===== src/rtl/alsu_pipe.sv =====
// Handshaked, parametrised ALSU. One request per valid/ready transfer. Multiply is a
// WIDTH-cycle shift-add. Shift/rotate act on the held result. Invalid requests flag err.
module alsu_pipe #(
    parameter int WIDTH          = 4,
    parameter     INPUT_PRIORITY = "A",
    parameter bit FULL_ADDER     = 1'b1,
    parameter int ERR_CNT_W      = 8
) (
    input  logic                   clk,
    input  logic                   rst,
    input  logic                   in_valid,
    output logic                   in_ready,
    input  logic [WIDTH-1:0]       A,
    input  logic [WIDTH-1:0]       B,
    input  logic [2:0]             opcode,
    input  logic                   cin,
    input  logic                   serial_in,
    input  logic                   direction,
    input  logic                   red_op_A,
    input  logic                   red_op_B,
    input  logic                   bypass_A,
    input  logic                   bypass_B,
    output logic                   out_valid,
    input  logic                   out_ready,
    output logic [2*WIDTH-1:0]     out,
    output logic                   err,
    output logic [15:0]            leds,
    output logic [ERR_CNT_W-1:0]   err_cnt
);
    localparam int RW    = 2 * WIDTH;
    localparam int CW    = $clog2(WIDTH);
    localparam bit PRI_A = (INPUT_PRIORITY == "A");

    typedef enum logic [1:0] {IDLE, EXEC, MUL, HOLD} state_t;
    state_t state;

    logic [WIDTH-1:0] A_r, B_r;
    logic [2:0]       opcode_r;
    logic             cin_r, serial_in_r, direction_r;
    logic             red_op_A_r, red_op_B_r, bypass_A_r, bypass_B_r;

    logic [RW-1:0]    mcand, acc;
    logic [WIDTH-1:0] mplier;
    logic             neg;
    logic [CW-1:0]    cnt;

    logic [RW-1:0]    a_x, b_x, a_abs, alu_res, byp_opnd, acc_nxt;
    logic [WIDTH-1:0] b_abs, red_opnd;
    logic             invalid, bypass, red, is_mul;

    assign in_ready = (state == IDLE) && rst;

    assign a_x     = {{WIDTH{A_r[WIDTH-1]}}, A_r};
    assign b_x     = {{WIDTH{B_r[WIDTH-1]}}, B_r};
    assign a_abs   = a_x[RW-1] ? -a_x : a_x;
    assign b_abs   = B_r[WIDTH-1] ? -B_r : B_r;
    assign bypass  = bypass_A_r || bypass_B_r;
    assign red     = red_op_A_r || red_op_B_r;
    assign invalid = (red && (opcode_r >= 3'd2)) || (opcode_r >= 3'd6);
    assign is_mul  = (opcode_r == 3'd3) && !bypass;
    assign acc_nxt = acc + (mplier[0] ? mcand : '0);

    assign byp_opnd = (bypass_A_r && bypass_B_r) ? (PRI_A ? a_x : b_x)
                    : (bypass_A_r ? a_x : b_x);
    assign red_opnd = (red_op_A_r && red_op_B_r) ? (PRI_A ? A_r : B_r)
                    : (red_op_A_r ? A_r : B_r);

    always_comb begin
        alu_res = '0;
        if (bypass) begin
            alu_res = byp_opnd;
        end else begin
            case (opcode_r)
                3'd0: alu_res = red ? {{(RW-1){1'b0}}, |red_opnd} : (a_x | b_x);
                3'd1: alu_res = red ? {{(RW-1){1'b0}}, ^red_opnd} : (a_x ^ b_x);
                3'd2: alu_res = a_x + b_x + {{(RW-1){1'b0}}, FULL_ADDER & cin_r};
                3'd4: alu_res = direction_r ? {out[RW-2:0], serial_in_r}
                                            : {serial_in_r, out[RW-1:1]};
                3'd5: alu_res = direction_r ? {out[RW-2:0], out[RW-1]}
                                            : {out[0], out[RW-1:1]};
                default: alu_res = '0;
            endcase
        end
    end

    always_ff @(posedge clk or negedge rst) begin
        if (!rst) begin
            state       <= IDLE;
            out         <= '0;
            out_valid   <= 1'b0;
            err         <= 1'b0;
            leds        <= '0;
            err_cnt     <= '0;
            A_r         <= '0;
            B_r         <= '0;
            opcode_r    <= '0;
            cin_r       <= 1'b0;
            serial_in_r <= 1'b0;
            direction_r <= 1'b0;
            red_op_A_r  <= 1'b0;
            red_op_B_r  <= 1'b0;
            bypass_A_r  <= 1'b0;
            bypass_B_r  <= 1'b0;
            mcand       <= '0;
            acc         <= '0;
            mplier      <= '0;
            neg         <= 1'b0;
            cnt         <= '0;
        end else begin
            case (state)
                IDLE: if (in_valid) begin
                    A_r         <= A;
                    B_r         <= B;
                    opcode_r    <= opcode;
                    cin_r       <= cin;
                    serial_in_r <= serial_in;
                    direction_r <= direction;
                    red_op_A_r  <= red_op_A;
                    red_op_B_r  <= red_op_B;
                    bypass_A_r  <= bypass_A;
                    bypass_B_r  <= bypass_B;
                    state       <= EXEC;
                end
                EXEC: begin
                    if (invalid) begin
                        out       <= '0;
                        err       <= 1'b1;
                        leds      <= ~leds;
                        if (err_cnt != '1) err_cnt <= err_cnt + ERR_CNT_W'(1);
                        out_valid <= 1'b1;
                        state     <= HOLD;
                    end else if (is_mul) begin
                        // out is left untouched until the product is final
                        err    <= 1'b0;
                        leds   <= '0;
                        mcand  <= a_abs;
                        mplier <= b_abs;
                        acc    <= '0;
                        neg    <= A_r[WIDTH-1] ^ B_r[WIDTH-1];
                        cnt    <= '0;
                        state  <= MUL;
                    end else begin
                        out       <= alu_res;
                        err       <= 1'b0;
                        leds      <= '0;
                        out_valid <= 1'b1;
                        state     <= HOLD;
                    end
                end
                MUL: begin
                    acc    <= acc_nxt;
                    mcand  <= {mcand[RW-2:0], 1'b0};
                    mplier <= {1'b0, mplier[WIDTH-1:1]};
                    cnt    <= cnt + CW'(1);
                    if (cnt == CW'(WIDTH-1)) begin
                        out       <= neg ? -acc_nxt : acc_nxt;
                        out_valid <= 1'b1;
                        state     <= HOLD;
                    end
                end
                HOLD: if (out_ready) begin
                    out_valid <= 1'b0;
                    state     <= IDLE;
                end
                default: state <= IDLE;
            endcase
        end
    end
endmodule


===== config.mk =====
export PLATFORM = sky130hd
export DESIGN_NAME = alsu_pipe
export DESIGN_NICKNAME = d
export VERILOG_FILES = /design/src/rtl/alsu_pipe.sv
export SDC_FILE = /design/constraint.sdc
export NUM_CORES = 1
export LEC_CHECK = 0
export CAP_MARGIN = 20
export CORE_AREA = 2 2 118 120
export CTS_CLUSTER_SIZE = 28
export DETAILED_ROUTE_END_ITERATION = 10
export DIE_AREA = 0 0 120 122
export GPL_TIMING_DRIVEN = 0
export PLACE_DENSITY_LB_ADDON = 0.15
export SKIP_CTS_REPAIR_TIMING = 1
export SLEW_MARGIN = 25
export SYNTH_ARGS = -nofsm -noshare
export SYNTH_HDL_FRONTEND = slang
export SYNTH_SLANG_ARGS = --single-unit

===== constraint.sdc =====
create_clock -name clk -period 2.5 [get_ports clk]
set_input_delay 0.5 -clock clk [delete_from_list [all_inputs] [get_ports clk]]
set_output_delay 0.5 -clock clk [all_outputs]
set_load 0.05 [all_outputs]

# After elaboration in Yosys (flattened, before gate mapping)
# Index checks and enable logic that the tools add are counted.
[totals]
regBits = 77
input_bits = 22
[op_classes]
addsub = 8
n_lt_le_gt_ge = 2
n_eq_ne = 16
n_mux = 43
bitwise_logic = 5
reduce_logical = 22
[ops]
columns = ["operator", "n"]
rows = [
  ["8-bit two-way mux", 17],
  ["8-bit one-hot mux with 2 select lines", 3],
  ["8-bit one-hot mux with 5 select lines", 1],
  ["4-bit two-way mux", 5],
  ["16-bit two-way mux", 1],
  ["8-bit negation", 2],
  ["16-bit inverter", 1],
  ["3-bit AND reduction", 5],
  ["2-bit two-way mux", 5],
  ["2-bit inequality test, second input constant", 5],
  ["8-bit by 1-bit adder with 8-bit output, second input constant", 1],
  ["8-bit adder", 1],
  ["8-bit inequality test, second input constant", 1],
  ["8-bit bitwise OR", 1],
  ["2-bit one-hot mux with 4 select lines", 1],
  ["4-bit one-hot mux with 2 select lines", 1],
  ["8-bit bitwise XOR", 1],
  ["1-bit two-way mux", 7],
  ["5-bit by 2-bit adder with 6-bit output", 1],
  ["2-bit == test, second input constant", 3],
  ["3-bit by 2-bit == test with 1-bit output, second input constant", 2],
  ["3-bit == test, second input constant", 2],
  ["4-bit by 4-bit adder with 5-bit output", 1],
  ["1-bit logical AND", 5],
  ["other kinds (21)", 23],
]

# Depth between registers and ports, before layout
[logic_depth]
ltp_word = 9
depth_mapped = 11
ltp_nobuf = 11

# Least setup slack after synthesis
# OpenSTA, ideal clock, no wires.
[synth_timing]
kind = "flip-flop to flip-flop"
start = "register mplier[0]"
end = "register out[6]"
setup_ns = 0.131
t_arrival_ns = 2.381
path_slack_ns = -0.012
stages_incl_launch_ff = 12
n_path_buf = 0
synth_period_minus_slack_ns = 2.512
path_cell_list = "dfrtp_1 and2_1 ha_1 inv_1 fa_1 nand2b_1 a21oi_1 xor2_1 o41ai_4 xnor2_1 a211oi_1 a21oi_1"
[synth_via]
elab_chain_cells = 6
[synth_lines]
columns = ["element", "line", "rtl"]
rows = [
  ["start, declared", "43", "logic [WIDTH-1:0] mplier;"],
  ["start signal, assigned", "137", "mplier <= b_abs;"],
  ["start signal, assigned", "153", "mplier <= {1'b0, mplier[WIDTH-1:1]};"],
  ["8-bit two-way mux *", "61", "assign acc_nxt = acc + (mplier[0] ? mcand : '0);"],
  ["8-bit adder *", "61", ""],
  ["8-bit negation", "156", "out <= neg ? -acc_nxt : acc_nxt;"],
  ["8-bit two-way mux *", "156", ""],
  ["8-bit two-way mux *", "155", "if (cnt == CW'(WIDTH-1)) begin"],
  ["8-bit one-hot mux with 2 select lines *", "110", "case (state)"],
  ["end signal, assigned", "143", "out <= alu_res;"],
  ["end signal, assigned", "156", ""],
  ["end, declared", "25", "output logic [2*WIDTH-1:0] out,"],
]
# Mark *: on every way between the ends. The rest lies on a longest branch, timed or not. The select of a mux whose other input is x is not followed.
# A chain may end at the register's enable or synchronous reset.

# Worst setup path after layout
[layout_timing]
start = "register mplier[0]"
end = "register out[7]"
# The elaborated chain is that of the path after synthesis.

==> impl_metrics.tcl <==
set metrics [dict create \
    status "complete, but fails checks" \
    violations "setup timing" \
    cts_max_level 3 \
    syn-cell-area_sq_um 4590 \
    min_path_type "input port to asynchronous set/reset pin" \
    gp_congestion 0.835 \
    crit_path_end_kind "flip-flop" \
    core_sq_um 13500 \
    crit_required_ns 2.73 \
    post-route-drc-count 0 \
    cts_sinks 77 \
    fin_tns_setup_ns -0.0768 \
    clkLatencyLatePin_ns 0.34 \
    rsz0062_at_grt "true" \
    leakagePower_nw 2.61 \
    numCtsBuffers 9 \
    power_density_nw_per_um2 1440 \
    crit_path_max_fanout 3 \
    wl_per_cell_um 15.0 \
    rows 43 \
    num_vias 3610 \
    ios 57 \
    r2r-end "out[7]" \
    maxCapViolations 0 \
    cp_common_cell "mux2i_1" \
    finalHoldViolCount 0 \
    r2r_cells 11 \
    clock_path_buffers 2 \
    timing.final.ws_setup_ns -0.0581 \
    die_width_um 120 \
    synth_top_area_share_pct 42.0 \
    dieHeight_um 122 \
    ys_top_cells_by_area "dfrtp_1, ha_1, mux2_2" \
    max_freq_ghz 0.391 \
    yosysTopAreaCell "dfrtp_1" \
    drtAntennaViolNets 0 \
    finClkSkew_ns 0.00665 \
    syn_inst 469 \
    placedInstanceArea_sq_um 5410 \
    drtPass1Iterations 4 \
    critPathMaxStageDelay_ns 0.39 \
    start_util_pct 34.0 \
    seq_area_frac_synth_pct 42.0 \
    cp_cell_sequence "and2_4 > ha_4 > inv_1 > fa_2 > nand2b_4 > a21oi_4 > mux2i_1 > nand3_1 > o41ai_2 > mux2i_1 > nand2_1" \
    syn_avg_cell_area_sq_um 9.79 \
    endpoint "out[7]" \
    drt_iter0_markers 150 \
    slowest_stage "dfrtp_2" \
    critPathLaunchType "flip-flop" \
    setup.worst_path.start "mplier[0]" \
    grt_pass1_wl_mm 18.1 \
    ir_worst_vdd_uv 549 \
    synthFlopType "dfrtp_1" \
    max_slew_margin_pct 52.7 \
    mostFrequentLayoutCell "dfrtp_1" \
    fin_crit_ns 2.56 \
    clk_pin_slew_ns 0.06 \
    syn_nets 520 \
    async_flop_share_pct 100 \
    post-route-period-util_pct 102 \
    area_growth_pct 28.7 \
    wirelength_mm 11.0 \
    ys_warn_count 0 \
    cts_tree "done" \
    r2r_start "mplier[0]" \
    port_buffers 56 \
    num-fill-cells 1319 \
    finalSetupViolCount 2 \
    final_cell_mix "dfrtp_1, nand2_1, clkdlybuf4s50_1" \
    grt_antenna_before_repair 0 \
    nets 595 \
    synth.distinct_cells 51 \
    viasPerCell 4.95 \
    path_class "flip-flop to flip-flop" \
    grt.overflow.total 0 \
    worst_slew_pin_slew_ns 0.707 \
    worst_hold_slack_ns 0.0798 \
    grt_max_degree 51 \
    stdcell_area_sq_um 5910 \
    synth-seq-cells 77 \
    insertedDiodeCount 0 \
    clockRootBuffer "clkbuf_16" \
    crit_arrival_ns 2.79 \
    first_global_vias 3511 \
    synth_edf_count 0 \
    regToRegSetupSlack_ns -0.06 \
    maxSlewViolCount 0 \
    grtUsageTotal_pct 15.9 \
    die_area_sq_um 14600 \
    power_mw 8.49 \
    dp_hpwl_mm 8.16 \
    layout-drive-gt1-share_pct 15.3 \
]
## layout make-up
type / count / area, sq um / share of cell area, %
inverter: 24 / 90.1 / 1.52
timing repair buffer: 65 / 652 / 11.0
tap: 180 / 225 / 3.81
clock inverter: 5 / 58.8 / 0.995
sequential: 77 / 1930 / 32.7
buffer: 22 / 109 / 1.84
multi-input combinational: 345 / 2590 / 43.8
clock buffer: 11 / 253 / 4.28
## power by group
group	switching [mW]	internal [mW]
sequential	0.511	1.77
combinational	2.96	1.88
clock	0.538	0.827
## routing by layer
metal  track usage (%)  routed length, um
met5                 0                  0
met4              6.18                160
met3              3.65                364
met2              25.5               5130
met1              20.8               5310
## cell families after synthesis
logic type | share of synthesized area, %
flops | 42.0
compound gates | 14.6
mux | 12.8
buf+inv | 4.28
xor+xnor | 3.81
simple gates | 14.2
fa+ha+maj | 8.39
## cells in the mapped netlist (4+ instances only)
library cell,instances
xnor2_1,13
nor2b_1,7
dfrtp_1,77
nand2_1,67
ha_1,26
o31ai_1,5
mux2_2,26
nand2b_1,4
nand3_1,5
o21ai_0,38
a21o_1,4
and2_1,8
xor2_1,7
a21oi_1,27
nand4_1,5
inv_1,24
a211oi_1,4
mux2i_1,27
clkbuf_1,19
nor2_1,23
## how the worst min path moves through the flow
stage / end / depth (start not counted)
after global placement: leds[14] / 1
after floorplan: A_r[0] / 0
final: err_cnt[3] / 1
after detailed placement: err_cnt[3] / 1
after global routing: err_cnt[3] / 1
after CTS: err_cnt[3] / 1
## critical path: cells and delay by family, from the launching register on
kind / cells / cell delay [ns]
simple gates: 4 / 0.52
compound gates: 2 / 0.54
buf+inv: 1 / 0.04
fa+ha+maj: 2 / 0.47
flops: 1 / 0.39
mux: 2 / 0.48
## sequential cells by signal, summed over array words and instances, names as in the netlist, 4 cells and up
signal	flops
acc	8
leds	16
err_cnt	8
mplier	4
A_r	4
mcand	8
B_r	4
out	8
## per-stage QoR
| step | instances | setup WS, ns | utilization (%) |
|---|---|---|---|
| global route | 729 | -0.183 | 43.8 |
| floorplan | 469 | 0.000749 | - |
| global placement | 705 | -2.81 | 39.9 |
| CTS | 722 | -0.469 | 42.4 |
| detailed placement | 706 | -0.425 | 40.1 |
| finish | 729 | -0.0581 | 43.8 |
(Power assumes the default switching activity.)
